===== src/rtl/uart_pkg.sv =====
// ---------------------------------------------------------------------------
// uart_pkg
// Shared definitions for the parameterised UART receiver:
//   - uart_state_e : receiver FSM state encoding
//   - PAR_NONE / PAR_EVEN / PAR_ODD : values of the PARITY parameter
//   - calc_div()   : clocks per oversample tick,
//                    CLOCK_FREQ / (BAUD_RATE * OVERSAMPLE) with integer divide
// ---------------------------------------------------------------------------
package uart_pkg;

    typedef enum logic [2:0] {
        ST_IDLE      = 3'd0,
        ST_START     = 3'd1,
        ST_DATA      = 3'd2,
        ST_PARITY    = 3'd3,
        ST_STOP      = 3'd4,
        ST_WAIT_IDLE = 3'd5
    } uart_state_e;

    localparam int PAR_NONE = 0;
    localparam int PAR_EVEN = 1;
    localparam int PAR_ODD  = 2;

    // A divider below 1 would mean a tick faster than the clock; clamp it so
    // the tick simply fires every cycle in that degenerate case.
    function automatic int calc_div(input int clock_freq, input int baud_rate,
                                    input int oversample);
        int d;
        d = clock_freq / (baud_rate * oversample);
        if (d < 1) begin
            d = 1;
        end
        return d;
    endfunction

endpackage


===== src/rtl/uart_baud_tick.sv =====
// ---------------------------------------------------------------------------
// uart_baud_tick
// Free-running oversample tick generator. tick is a one-cycle pulse every
// DIV = CLOCK_FREQ / (BAUD_RATE * OVERSAMPLE) clocks.
// Ports:
//   clk   in   system clock, rising edge
//   reset in   synchronous, active-low reset
//   tick  out  one-cycle sample tick
// ---------------------------------------------------------------------------
module uart_baud_tick
    import uart_pkg::*;
#(
    parameter int CLOCK_FREQ = 50_000_000,
    parameter int BAUD_RATE  = 9600,
    parameter int OVERSAMPLE = 16
) (
    input  logic clk,
    input  logic reset,
    output logic tick
);

    localparam int DIV = calc_div(CLOCK_FREQ, BAUD_RATE, OVERSAMPLE);
    localparam int CW  = (DIV > 1) ? $clog2(DIV) : 1;
    localparam logic [CW-1:0] CNT_LAST = CW'(DIV - 1);

    logic [CW-1:0] cnt_q, cnt_d;
    logic          tick_q, tick_d;

    always_comb begin
        cnt_d  = cnt_q + 1'b1;
        tick_d = 1'b0;
        if (cnt_q == CNT_LAST) begin
            cnt_d  = '0;
            tick_d = 1'b1;
        end
    end

    always_ff @(posedge clk) begin
        if (!reset) begin
            cnt_q  <= '0;
            tick_q <= 1'b0;
        end else begin
            cnt_q  <= cnt_d;
            tick_q <= tick_d;
        end
    end

    assign tick = tick_q;

endmodule


===== src/rtl/uart_rx_param.sv =====
// ---------------------------------------------------------------------------
// uart_rx_param
// Parameterised UART receiver (DATA_BITS 5..9, none/even/odd parity,
// 1..2 stop bits) with an oversampled start/bit sampler.
//
// Optional feature: define UART_RX_MAJORITY_VOTE_EN to take each bit as the
// 2-of-3 majority of three consecutive ticks centred on mid-bit; otherwise a
// single sample at tick OVERSAMPLE/2-1 is used.
//
// Output handshake: rx_valid rises when a word is loaded and stays high until
// the cycle where rx_valid & rx_ready are both high (the word is consumed on
// that edge). A frame finishing while a word is still held and not being
// accepted is dropped and reported by a one-cycle overrun pulse.
//
// Ports:
//   clk        in   system clock, rising edge
//   reset      in   synchronous, active-low reset
//   rx         in   asynchronous serial line, idle high
//   rx_data    out  received word (valid while rx_valid)
//   rx_valid   out  word available, held until accepted
//   rx_ready   in   consumer accepts on rx_valid & rx_ready
//   parity_err out  parity mismatch of the presented word
//   frame_err  out  a stop bit of the presented word sampled low
//   overrun    out  one-cycle pulse: completed frame dropped
//   busy       out  receiver not in IDLE
// ---------------------------------------------------------------------------
module uart_rx_param
    import uart_pkg::*;
#(
    parameter int CLOCK_FREQ = 50_000_000,
    parameter int BAUD_RATE  = 9600,
    parameter int OVERSAMPLE = 16,
    parameter int DATA_BITS  = 8,
    parameter int PARITY     = 0,
    parameter int STOP_BITS  = 1
) (
    input  logic                 clk,
    input  logic                 reset,
    input  logic                 rx,
    output logic [DATA_BITS-1:0] rx_data,
    output logic                 rx_valid,
    input  logic                 rx_ready,
    output logic                 parity_err,
    output logic                 frame_err,
    output logic                 overrun,
    output logic                 busy
);

    localparam int TW   = $clog2(OVERSAMPLE);
    localparam int BW   = $clog2(DATA_BITS + 1);
    localparam int HALF = OVERSAMPLE / 2;
`ifdef UART_RX_MAJORITY_VOTE_EN
    // Decide after the third of the samples at HALF-1, HALF, HALF+1.
    localparam int START_LAST = HALF + 1;
`else
    localparam int START_LAST = HALF - 1;
`endif
    localparam logic [TW-1:0] START_LAST_C = TW'(START_LAST);
    localparam logic [TW-1:0] BIT_LAST_C   = TW'(OVERSAMPLE - 1);
    localparam logic [BW-1:0] DATA_LAST_C  = BW'(DATA_BITS - 1);
    localparam logic [BW-1:0] STOP_LAST_C  = BW'(STOP_BITS - 1);

    logic tick;

    uart_baud_tick #(
        .CLOCK_FREQ (CLOCK_FREQ),
        .BAUD_RATE  (BAUD_RATE),
        .OVERSAMPLE (OVERSAMPLE)
    ) u_baud_tick (
        .clk   (clk),
        .reset (reset),
        .tick  (tick)
    );

    // ---------------- synchronizer ----------------
    logic sync1_q, sync1_d;
    logic sync2_q, sync2_d;
    logic rx_s;

    always_comb begin
        sync1_d = rx;
        sync2_d = sync1_q;
    end

    assign rx_s = sync2_q;

    // ---------------- bit value (single sample or vote) ----------------
    logic bit_val;

`ifdef UART_RX_MAJORITY_VOTE_EN
    // History of the two previous tick samples; at a decision tick these are
    // exactly the two earlier ticks of the three-sample window.
    logic [1:0] vote_q, vote_d;

    always_comb begin
        vote_d = vote_q;
        if (tick) begin
            vote_d = {vote_q[0], rx_s};
        end
    end

    always_ff @(posedge clk) begin
        if (!reset) begin
            vote_q <= 2'b11;
        end else begin
            vote_q <= vote_d;
        end
    end

    assign bit_val = (vote_q[1] & vote_q[0]) | (vote_q[1] & rx_s) | (vote_q[0] & rx_s);
`else
    assign bit_val = rx_s;
`endif

    // ---------------- receive FSM ----------------
    uart_state_e          state_q, state_d;
    logic [TW-1:0]        tick_cnt_q, tick_cnt_d;
    logic [BW-1:0]        bit_cnt_q, bit_cnt_d;
    logic [DATA_BITS-1:0] shift_q, shift_d;
    logic                 par_bad_q, par_bad_d;
    logic                 frm_bad_q, frm_bad_d;
    logic                 frame_done;
    logic                 done_frm;

    always_comb begin
        state_d    = state_q;
        tick_cnt_d = tick_cnt_q;
        bit_cnt_d  = bit_cnt_q;
        shift_d    = shift_q;
        par_bad_d  = par_bad_q;
        frm_bad_d  = frm_bad_q;
        frame_done = 1'b0;
        done_frm   = frm_bad_q;

        if (tick) begin
            unique case (state_q)
                ST_IDLE: begin
                    if (!rx_s) begin
                        state_d    = ST_START;
                        tick_cnt_d = '0;
                        bit_cnt_d  = '0;
                        par_bad_d  = 1'b0;
                        frm_bad_d  = 1'b0;
                    end
                end

                ST_START: begin
                    if (tick_cnt_q == START_LAST_C) begin
                        tick_cnt_d = '0;
                        // A high line at mid start bit is a glitch, not a frame.
                        state_d    = bit_val ? ST_IDLE : ST_DATA;
                    end else begin
                        tick_cnt_d = tick_cnt_q + 1'b1;
                    end
                end

                ST_DATA: begin
                    if (tick_cnt_q == BIT_LAST_C) begin
                        tick_cnt_d = '0;
                        shift_d    = {bit_val, shift_q[DATA_BITS-1:1]};
                        if (bit_cnt_q == DATA_LAST_C) begin
                            bit_cnt_d = '0;
                            state_d   = (PARITY != PAR_NONE) ? ST_PARITY : ST_STOP;
                        end else begin
                            bit_cnt_d = bit_cnt_q + 1'b1;
                        end
                    end else begin
                        tick_cnt_d = tick_cnt_q + 1'b1;
                    end
                end

                ST_PARITY: begin
                    if (tick_cnt_q == BIT_LAST_C) begin
                        tick_cnt_d = '0;
                        // Even: data^bit must be 0; odd: data^bit must be 1.
                        par_bad_d  = ((^shift_q) ^ bit_val) != (PARITY == PAR_ODD);
                        state_d    = ST_STOP;
                    end else begin
                        tick_cnt_d = tick_cnt_q + 1'b1;
                    end
                end

                ST_STOP: begin
                    if (tick_cnt_q == BIT_LAST_C) begin
                        tick_cnt_d = '0;
                        frm_bad_d  = frm_bad_q | ~bit_val;
                        if (bit_cnt_q == STOP_LAST_C) begin
                            frame_done = 1'b1;
                            done_frm   = frm_bad_q | ~bit_val;
                            bit_cnt_d  = '0;
                            // A low stop (e.g. a break) must see the line
                            // return high before a new start can be hunted.
                            state_d    = done_frm ? ST_WAIT_IDLE : ST_IDLE;
                        end else begin
                            bit_cnt_d = bit_cnt_q + 1'b1;
                        end
                    end else begin
                        tick_cnt_d = tick_cnt_q + 1'b1;
                    end
                end

                ST_WAIT_IDLE: begin
                    if (rx_s) begin
                        state_d = ST_IDLE;
                    end
                end

                default: begin
                    state_d = ST_IDLE;
                end
            endcase
        end
    end

    // ---------------- output holding register ----------------
    logic [DATA_BITS-1:0] rx_data_q, rx_data_d;
    logic                 rx_valid_q, rx_valid_d;
    logic                 par_err_q, par_err_d;
    logic                 frm_err_q, frm_err_d;
    logic                 overrun_q, overrun_d;

    always_comb begin
        rx_data_d  = rx_data_q;
        rx_valid_d = rx_valid_q;
        par_err_d  = par_err_q;
        frm_err_d  = frm_err_q;
        overrun_d  = 1'b0;

        if (rx_valid_q && rx_ready) begin
            rx_valid_d = 1'b0;
        end

        if (frame_done) begin
            // The slot is free if empty or being emptied on this same edge.
            if (!rx_valid_q || rx_ready) begin
                rx_data_d  = shift_q;
                par_err_d  = par_bad_q;
                frm_err_d  = done_frm;
                rx_valid_d = 1'b1;
            end else begin
                overrun_d = 1'b1;
            end
        end
    end

    always_ff @(posedge clk) begin
        if (!reset) begin
            sync1_q    <= 1'b1;
            sync2_q    <= 1'b1;
            state_q    <= ST_IDLE;
            tick_cnt_q <= '0;
            bit_cnt_q  <= '0;
            shift_q    <= '0;
            par_bad_q  <= 1'b0;
            frm_bad_q  <= 1'b0;
            rx_data_q  <= '0;
            rx_valid_q <= 1'b0;
            par_err_q  <= 1'b0;
            frm_err_q  <= 1'b0;
            overrun_q  <= 1'b0;
        end else begin
            sync1_q    <= sync1_d;
            sync2_q    <= sync2_d;
            state_q    <= state_d;
            tick_cnt_q <= tick_cnt_d;
            bit_cnt_q  <= bit_cnt_d;
            shift_q    <= shift_d;
            par_bad_q  <= par_bad_d;
            frm_bad_q  <= frm_bad_d;
            rx_data_q  <= rx_data_d;
            rx_valid_q <= rx_valid_d;
            par_err_q  <= par_err_d;
            frm_err_q  <= frm_err_d;
            overrun_q  <= overrun_d;
        end
    end

    assign rx_data    = rx_data_q;
    assign rx_valid   = rx_valid_q;
    assign parity_err = par_err_q;
    assign frame_err  = frm_err_q;
    assign overrun    = overrun_q;
    assign busy       = (state_q != ST_IDLE);

endmodule


===== config.mk =====
export PLATFORM = sky130hd
export DESIGN_NAME = uart_rx_param
export DESIGN_NICKNAME = d
export VERILOG_FILES = /design/src/rtl/uart_pkg.sv /design/src/rtl/uart_baud_tick.sv /design/src/rtl/uart_rx_param.sv
export SDC_FILE = /design/constraint.sdc
export NUM_CORES = 1
export LEC_CHECK = 0
export ABC_AREA = 1
export BUFFER_PORTS_ARGS = -buffer_cell sky130_fd_sc_hd__buf_4
export CORE_UTILIZATION = 53
export DETAILED_ROUTE_END_ITERATION = 8
export PLACE_DENSITY = 0.75
export SYNTH_ARGS = -nofsm -noshare
export SYNTH_HDL_FRONTEND = slang
export SYNTH_SLANG_ARGS = --single-unit

===== constraint.sdc =====
create_clock -name clk -period 1.3 [get_ports clk]
set_input_delay 0.065 -clock clk [delete_from_list [all_inputs] [get_ports clk]]
set_output_delay 0.065 -clock clk [all_outputs]
set_load 0.02 [all_outputs]

==> results of run 1 <==
-- sequential cells by signal (all words and copies together) (netlist names) --
register and flops:
bit_cnt_q 4, rx_data 8, rx_valid 1, shift_q 8, u_baud_tick.tick 1, u_baud_tick.cnt_q 9
state_q 3, par_bad_q 1, frame_err 1, frm_bad_q 1, sync1_q 1, tick_cnt_q 4
overrun 1, parity_err 1, bit_val 1
-- per-stage QoR --
step,setup slack [ns],power [uW],instances,setup TNS [ns]
6_report,-0.1925,2664,430,-2.430
5_1_grt,-0.2673,2754,430,-4.968
4_1_cts,-0.06402,2654,420,-0.5973
3_5_place_dp,-0.2010,1519,398,-2.993
3_3_place_gp,-0.1297,1516,398,-1.878
2_1_floorplan,-0.002582,1481,309,-0.02312
-- per-layer routing --
metal / wire [um] / GRT usage [%]
met5: 0 / 0
met4: 314 / 9.574
met3: 279 / 7.021
met2: 3409 / 42.80
met1: 2692 / 28.68
-- synthesized netlist by cell type, drive strengths merged --
cell and n:
nor2 40, nor4 1, o21a 1, nand4 1
nand2 67, o21ai 24, buf 5, nand3 17
a211oi 2, inv 48, a21oi 30, nor3 8
ha 5, nand3b 1, clkbuf 2, xor2 6
or2 3, xnor2 3, dfxtp 45
-- area by class of cell --
type                    count  share of cell area [%]
clock inverters             2                   1.124
multi-input cells         210                   43.07
repair buffers             69                   17.54
well taps                  50                   1.874
flip-flops and latches     45                   27.85
clock buffers               6                   2.474
inverters                  48                   6.072
-- kinds of logic (layout without fill, tap and decap cells) --
group | Yosys count | in the layout
and+or+nand+nor | 138 | 139
DFF | 45 | 45
adders and majority gates | 5 | 5
xor gates and xnor gates | 9 | 9
buffers and inverters | 55 | 125
AOI/OAI and AO/OA | 57 | 57
-- power breakdown --
group	internal [uW]	switching, uW
sequential	1380	15.1
combinational	57.5	71.7
clock	626	514
total	2060	601
-- worst max-delay path, cell delays in order, from the launching register on --
cell and delay [ns]:
dfxtp_4 0.39, inv_6 0.09, nand2_4 0.06, nor2_4 0.14, inv_2 0.08, buf_6 0.12
nand2_2 0.05, nand3_2 0.10, nor2_1 0.14, nand2_1 0.09, a21oi_1 0.16
-- timing repair --
action                     CTS  global route
buffers inserted            11            11
hold buffers                 1             0
hold endpoints to repair     1             0
setup endpoints to repair   35            41
pin swaps                   22            27
cloned                       2             1
resized for setup           62            78
-- final timing paths --
kind | startpoint | to | slack (ns)
worst max-delay path | state_q[1] | par_bad_q | -0.19
worst min-delay path | reset | rx_data[2] | 0.07
worst max register to register | state_q[1] | par_bad_q | -0.19
worst min register to register | sync1_q | bit_val | 0.42
==> run_results.csv, run 1 <==
group,metric,value,unit
logic_synthesis,yosys.area_share.simple,29.29,%
clock_tree,clockRootBuffer,"clkbuf_8",
logic_synthesis,ys_seq_area_share,40.79,%
finish,finish.instance_area,3338,um2
sta,max_slew_margin,71.73,%
sta,holdWs,0.07367,ns
place,place_area,2592,um2
finish,nets,388,
pwr,vdd_drop_max,0.6209,mV
sta,hold_viol_final,0,
pwr,power.density,798.0,nW/um2
route,routed_wl,6695,um
place,routabilityCongestion,0.9061,
logic_synthesis,synth_top_family_by_area,"simple AND/OR/NAND/NOR gates",
setup_path,worstPathArrival,1.73,ns
logic_synthesis,yosysWarnings,0,
route,drt_iter0_markers,150,
place,portBuffers,16,
clock_tree,cts_tree,"built",
clock_tree,clock_path_buffers,2,
finish,final_common_cell,"buf_4",
floorplanning,die_w,66.55,um
run_status,outcome,"finished, violations left",
logic_synthesis,yosysTopAreaCell,"dfxtp_1",
logic_synthesis,post-synth-top-area-fraction,40.79,%
sta,period_share,114.8,%
sta,fin_skew,0.006260,ns
hold_path,whs_path_depth,3,
logic_synthesis,syn_area,2208,um2
global_routing,grt_pass1_vias,2026,
finish,regArea,929.6,um2
setup_path,cp.required,1.53,ns
setup_path,criticalPathCategory,"reg2reg",
clock_tree,clkTransAtPathRegs,0.09,ns
sta,setup_slack,-0.1925,ns
floorplanning,rows,23,
pwr,p_leak,0.001397,uW
finish,final_core_util,83.45,%
logic_synthesis,synthMuxAreaShare,0,%
route,routedWlPerCell,15.57,um
route,vias,2295,
sta,setup_viol,32,
logic_synthesis,ys_seq_elements,45,
logic_synthesis,syn_inst,309,
global_routing,grt_antenna_before_repair,0,
floorplanning,die_h,66.55,um
logic_synthesis,synth_compound_area_share,13.65,%
logic_synthesis,yosysUniqueCellTypes,31,
clock_tree,cts_sinks,45,
clock_tree,cts_buffers,5,
sta,max_freq,670.0,MHz
route,firstDrtPassIters,4,
place,dp_hpwl,3116,um
route,vias_per_cell,5.337,
hold_path,hp-class,"in2reg",
logic_synthesis,avgSynthCellArea,7.147,um2
finish,final_cell_mix,"53 x buf_4, 47 x nand2_1, 34 x dfxtp_1, 33 x inv_1, 28 x nor2_1",
floorplanning,start_util,55.21,%
finish,area_delta_synth_final,51.16,%
floorplanning,io_pins,17,
setup_path,cp_max_fo,5,
finish,n_antenna_cell,0,
global_routing,grt_max_degree,15,
sta,fin_crit,1.493,ns
sta,max_slew.worst_pin.slew,0.4235,ns
global_routing,grt_pass1_wl,8369,um
logic_synthesis,synthAdderAreaFrac,2.833,%
route,drc,0,
sta,maxSlewViolCount,0,
route,antenna_left,0,
floorplanning,core_area,4000,um2
clock_tree,htree_levels,2,
sta,rsz0062_at_grt,"true",
clock_tree,clock_latency,0.31,ns
finish,nFillCells,198,
finish,drive_gt1_share,45.79,%
floorplanning,dieArea,4429,um2
setup_path,r2r_cells,10,
run_status,violations,"negative setup slack",
logic_synthesis,syn_nets,318,
logic_synthesis,synth-xor-area-share,3.569,%
setup_path,startpoint_type,"flop",
setup_path,endpoint_kind,"flop",
logic_synthesis,synth_area_leaders,"dfxtp_1 41%, nand2_1 10%, inv_1 7.0%",
global_routing,grt_overflow,0,
run,maxCapViolations,0,
finish,multi_input_area,1438,um2
global_routing,track_usage,24.83,%
Power figures use the tool's default switching activity.
==> run 2: changes to the inputs <==
- BUFFER_PORTS_ARGS: -buffer_cell sky130_fd_sc_hd__buf_4 -> not set
- CORE_UTILIZATION: 53 -> 57
- DONT_BUFFER_PORTS: not set -> 1
- SLEW_MARGIN: not set -> 20
- SYNTH_HIERARCHICAL: not set -> 1
==> run_results.csv, run 2 <==
group,metric,value,unit
setup_path,crit_top_cell,"nand3_2",
clock_tree,cts_sinks,45,
logic_synthesis,yosysWarnings,6,
place,place_area,2726,um2
finish,final_common_cell,"nand2_1",
logic_synthesis,avgSynthCellArea,7.198,um2
run_status,outcome,"finished, violations left",
pwr,clkPwrFrac,35.4,%
place,dp_hpwl,3497,um
global_routing,grt_pass1_vias,2013,
pwr,p_seq_share,62.0,%
finish,final_core_util,72.92,%
sta,max_slew.worst_pin.slew,0.3143,ns
finish,nFillCells,330,
clock_tree,cts_tree,"built",
logic_synthesis,ys.flop_type,"dfxtp_1",
place,placed_cells,412,
floorplanning,die_w,67.14,um
sta,holdWs,-0.1118,ns
setup_path,cpMaxStageDelayCell,"dfxtp_2",
place,portBuffers,0,
setup_path,worst-path-buf-inv,1,
sta,max_freq,691.7,MHz
sta,hold_viol_final,37,
sta,maxSlewViolCount,0,
sta,max_slew_margin,79.02,%
pwr,p_leak,0.001291,uW
pwr,vdd_drop_max,0.7992,mV
clock_tree,clock_latency,0.29,ns
finish,final_cell_mix,"83 x nand2_1, 38 x dfxtp_1, 34 x nor2_1, 32 x inv_1, 31 x buf_4",
sta,rsz0062_at_grt,"true",
logic_synthesis,synth_enable_flop_cells,0,
run_status,violations,"negative hold slack, negative setup slack",
clock_tree,clock_path_buffers,2,
sta,setup_slack,-0.1458,ns
finish,area_delta_synth_final,21.47,%
finish,instances_no_fill,426,
setup_path,cp.required,1.49,ns
setup_path,cp_max_fo,5,
sta,setup_viol,27,
setup_path,rrSetupSlack,-0.15,ns
logic_synthesis,yosysUniqueCellTypes,34,
logic_synthesis,ys_seq_area_share,37.25,%
floorplanning,io_pins,17,
floorplanning,dieArea,4508,um2
logic_synthesis,post-synth-top-count-cell,"nand2_1",
place,routabilityCongestion,0.9080,
run,maxCapViolations,0,
global_routing,grt_overflow,0,
clock_tree,cts_hold_buffers,2,
setup_path,path_cells,"ha_4, nand2_4, nor2_8, inv_2, nand3_2, nand3_2, nor2_2, nand2_2, o21ai_1, nor2_1",
route,vias,2164,
route,firstDrtPassIters,4,
finish,nets,386,
sta,period_share,111.2,%
finish,top_register,"u_baud_tick/cnt_q",
floorplanning,core_area,4029,um2
route,drt_iter0_markers,98,
clock_tree,cts_buffers,5,
finish,drive_gt1_share,28.99,%
hold_path,hp-class,"in2reg",
floorplanning,die_h,67.14,um
finish,finish.instance_area,2938,um2
pwr,sw_frac_of_total,21.51,%
floorplanning,rows,23,
global_routing,track_usage,24.59,%
setup_path,criticalPathCategory,"reg2reg",
logic_synthesis,post-synth-top-area-fraction,37.25,%
logic_synthesis,yosys-top-cells-count,"86 x nand2_1, 45 x dfxtp_1, 37 x nor2_1, 36 x inv_1, 30 x a21oi_1",
pwr,power.density,767.8,nW/um2
setup_path,crit_family,"simple AND/OR/NAND/NOR gates",
clock_tree,clkTransAtPathRegs,0.08,ns
logic_synthesis,async_flop_share,0,%
sta,fin_skew,0.005642,ns
clock_tree,htree_levels,2,
finish,largest_reg_flops,9,
logic_synthesis,syn_inst,336,
route,vias_per_cell,5.080,
pwr,p_int,1770,uW
logic_synthesis,yosysTopAreaCell,"dfxtp_1",
sta,fin_crit,1.446,ns
logic_synthesis,syn_nets,345,
floorplanning,start_util,60.03,%
route,routedWlPerCell,11.69,um
pwr,comb_power_share,2.6,%
pwr,p_sw,485.2,uW
global_routing,grt_max_degree,30,
route,antenna_left,0,
setup_path,startpoint_type,"flop",
clock_tree,clockRootBuffer,"clkbuf_8",
route,routed_wl,4979,um
logic_synthesis,ys_seq_elements,45,
global_routing,grt_antenna_before_repair,0,
global_routing,grt_pass1_wl,8411,um
logic_synthesis,synth_area_leaders,"dfxtp_1 37%, nand2_1 13%, a21oi_1 6.2%",
route,drc,0,
setup_path,endpoint_kind,"flop",
setup_path,cp_slowest_stage_delay,0.35,ns
finish,n_antenna_cell,0,
place,pre_cts_ws,-0.1881,ns
setup_path,worstPathArrival,1.63,ns
logic_synthesis,syn_area,2419,um2
run 2: cell types whose count changed in the layout (fill, tap and decap cells not counted), moves of 7 or more:
cell / delta
o21ai_0: +8
buf_6: -12
nand2_1: +36
o21ai_1: +7
o21ai_2: -10
buf_4: -22
run 2: timing repair:
item | CTS | global route
pin swaps | 10 | 8
cloned | 1 | 0
hold endpoints to repair | 38 | 37
setup endpoints to repair | 30 | 34
resized for setup | 17 | 23
setup buffers | 3 | 2
run 2: logic make-up (layout without fill, tap and decap cells):
| group | count (synthesis) | after routing | share of synthesized area, % |
|---|---|---|---|
| flops | 45 | 45 | 37.25 |
| simple gates | 170 | 171 | 35.75 |
| compound gates | 65 | 65 | 14.85 |
| buf+inv | 49 | 88 | 8.846 |
| fa+ha+maj | 5 | 5 | 2.587 |
| xor+xnor | 2 | 2 | 0.7244 |
run 2: final timing paths:
kind,start,endpoint,depth (start not counted)
max,tick_cnt_q[0],state_q[1],10
min,reset,state_q[2],2
max reg2reg,tick_cnt_q[0],state_q[1],10
min reg2reg,sync1_q,bit_val,1
run 2: final cells by class:
| cell class | count | area (um2) | area share (%) |
|---|---|---|---|
| Sequential cell | 45 | 909.6 | 30.96 |
| Inverter | 44 | 178.9 | 6.090 |
| Clock buffer | 5 | 68.82 | 2.342 |
| Clock inverter | 1 | 5.005 | 0.1704 |
| Tap cell | 50 | 62.56 | 2.129 |
| Multi-Input combinational cell | 243 | 1378 | 46.89 |
| Timing Repair Buffer | 38 | 335.3 | 11.41 |
run 2: per-layer routing:
layer  global-route usage (%)  share of wire [%]  wire length (um)
met3                    5.068                3.7               182
met2                    41.13                 48              2380
met1                    31.32                 47              2344
met5                        0                  0                 0
met4                    8.245                1.4                72
run 2: stage by stage:
| stage | TNS [ns] | hold WS (ns) | power [uW] |
|---|---|---|---|
| finish | -2.243 | -0.1118 | 2256 |
| global placement | -2.306 | 0.1771 | 1483 |
| CTS | -1.862 | -0.1184 | 2279 |
| global route | -4.562 | -0.1203 | 2333 |
| detailed placement | -3.097 | 0.1761 | 1485 |
| floorplan | -0.5504 | 0.1716 | 1475 |
run 2: power by group through the flow:
stage,Clock (uW),Combinational (uW),Sequential (uW)
2_1_floorplan,0,45.5,1430
3_3_place_gp,0,53.1,1430
3_5_place_dp,0,54.0,1430
4_1_cts,822,59.2,1400
5_1_grt,866,67.5,1400
6_report,798,59.6,1400
==> run 3: changes to the inputs <==
- REMOVE_ABC_BUFFERS: not set -> 1
==> run_results.csv, run 3 (same netlist as run 2, synthesis figures left out) <==
group,metric,value,unit
route,antenna_left,0,
finish,drive_gt1_share,30.95,%
setup_path,endpoint,"state_q[2]",
floorplanning,die_w,67.14,um
global_routing,grt_max_degree,30,
setup_path,startpoint_type,"flop",
global_routing,grt_overflow,0,
clock_tree,clkTransAtPathRegs,0.08,ns
run,maxCapViolations,0,
route,firstDrtPassIters,5,
finish,regArea,913.4,um2
setup_path,worst-path-buf-inv,1,
sta,setup_viol,29,
sta,maxSlewViolCount,0,
place,routabilityCongestion,0.8906,
finish,final_common_cell,"nand2_1",
hold_path,whs_path_depth,2,
sta,max_slew_margin,78.49,%
setup_path,startpoint,"tick_cnt_q[1]",
place,pre_cts_ws,-0.2580,ns
run_status,outcome,"finished, violations left",
route,routed_wl,5306,um
finish,finish.instance_area,3028,um2
sta,setup_slack,-0.2068,ns
place,portBuffers,0,
pwr,vdd_drop_max,0.9059,mV
pwr,p_leak,0.001308,uW
route,vias,2217,
setup_path,crit_family,"simple AND/OR/NAND/NOR gates",
sta,fin_crit,1.507,ns
global_routing,track_usage,24.51,%
clock_tree,cts_hold_buffers,2,
sta,hold_viol_final,37,
finish,final_core_util,75.16,%
setup_path,cp_num_cells,10,
setup_path,endpoint_kind,"flop",
place,dp_hpwl,3407,um
floorplanning,start_util,60.03,%
floorplanning,rows,23,
setup_path,cp_slowest_stage_delay,0.36,ns
sta,rsz0062_at_grt,"true",
floorplanning,io_pins,17,
global_routing,grt_antenna_before_repair,0,
sta,tns,-3.372,ns
hold_path,hp-start,"reset",
setup_path,worstPathArrival,1.70,ns
finish,n_antenna_cell,0,
run_status,violations,"negative hold slack, negative setup slack",
setup_path,r2r_start,"tick_cnt_q[1]",
global_routing,grt_pass1_vias,1980,
finish,final_cell_mix,"83 x nand2_1, 37 x dfxtp_1, 35 x nor2_1, 32 x inv_1",
finish,multi_input_area,1415,um2
route,vias_per_cell,5.180,
clock_tree,clock_path_buffers,2,
setup_path,cp_max_fo,5,
hold_path,hp-class,"in2reg",
sta,max_slew.worst_pin.slew,0.3221,ns
sta,max_freq,663.7,MHz
clock_tree,cts_sinks,45,
route,routedWlPerCell,12.40,um
floorplanning,core_area,4029,um2
finish,nFillCells,314,
route,drt_iter0_markers,80,
clock_tree,cts_buffers,5,
place,place_area,2651,um2
clock_tree,clockRootBuffer,"clkbuf_8",
setup_path,path_cells,"ha_4, nand2_4, nor2_8, inv_2, nand3_2, nand3_2, nor2_4, nand2_4, nor3_2, nor2_1",
clock_tree,clock_latency,0.30,ns
setup_path,rr_endpoint,"state_q[2]",
clock_tree,cts_tree,"built",
setup_path,criticalPathCategory,"reg2reg",
floorplanning,dieArea,4508,um2
setup_path,cpMaxStageDelayCell,"dfxtp_2",
setup_path,cp.required,1.49,ns
global_routing,grt_pass1_wl,8397,um
route,drc,0,
sta,holdWs,-0.1323,ns
finish,largest_reg_flops,9,
floorplanning,die_h,67.14,um
pwr,power.density,830.7,nW/um2
sta,fin_skew,0.003930,ns
setup_path,rrSetupSlack,-0.21,ns
finish,area_delta_synth_final,25.19,%
setup_path,r2r_cells,10,
finish,top_register,"u_baud_tick/cnt_q",
clock_tree,htree_levels,2,
finish,nets,386,
sta,period_share,115.9,%
## run 3: cell types whose count changed in the layout (fill, tap and decap cells not counted), sizes merged
| cell | delta |
|---|---|
| clkbuf | +1 |
| clkinvlp | +1 |
| clkinv | -1 |
| inv | +1 |
| bufinv | +1 |
| buf | -1 |
## run 3: cell type report
class / count / area share [%]
Clock inverter: 3 / 1.529
Inverter: 44 / 5.744
Timing Repair Buffer: 38 / 11.49
Multi-Input combinational cell: 243 / 46.74
Sequential cell: 45 / 30.17
Clock buffer: 5 / 2.273
Tap cell: 50 / 2.066
## run 3: repair_timing
action / CTS / global route
setup buffers: 4 / 4
cloned: 1 / 1
endpoints found under the hold margin: 39 / 37
gates resized for setup: 25 / 36
pin swaps: 12 / 12
setup endpoints to repair: 32 / 34
## run 3: routing by layer
metal / track usage (%) / wire length (um) / share of wire [%]
met3: 5.068 / 241 / 4.5
met4: 10.64 / 179 / 3.4
met2: 42.13 / 2583 / 49
met1: 29.28 / 2301 / 43
met5: 0 / 0 / 0
## run 3: metrics by stage
stage / std cells / total power (uW)
after global placement: 408 / 1479
after detailed placement: 408 / 1481
after CTS: 423 / 2535
after floorplan: 331 / 1467
after global routing: 428 / 2604
final: 428 / 2515
## run 3: where the power goes
group | internal [uW] | switching (uW) | leakage [uW] | total (uW)
Sequential | 1390 | 11.9 | 0.000367 | 1400
Clock | 575 | 485 | 0.0000543 | 1060
Combinational | 27.8 | 29.7 | 0.000886 | 57.5
## run 3: worst min path at each step
stage,endpoint
2_1_floorplan,sync1_q
3_3_place_gp,sync1_q
3_5_place_dp,sync1_q
4_1_cts,bit_cnt_q[0]
5_1_grt,shift_q[2]
6_report,bit_cnt_q[0]
## run 3: worst reg2reg max path, cell delays in order, from the launching register on
cell     delay, ns
dfxtp_2       0.36
ha_4          0.15
nand2_4       0.07
nor2_8        0.14
inv_2         0.06
nand3_2       0.06
nand3_2       0.10
nor2_4        0.13
nand2_4       0.08
nor3_2        0.20
nor2_1        0.06
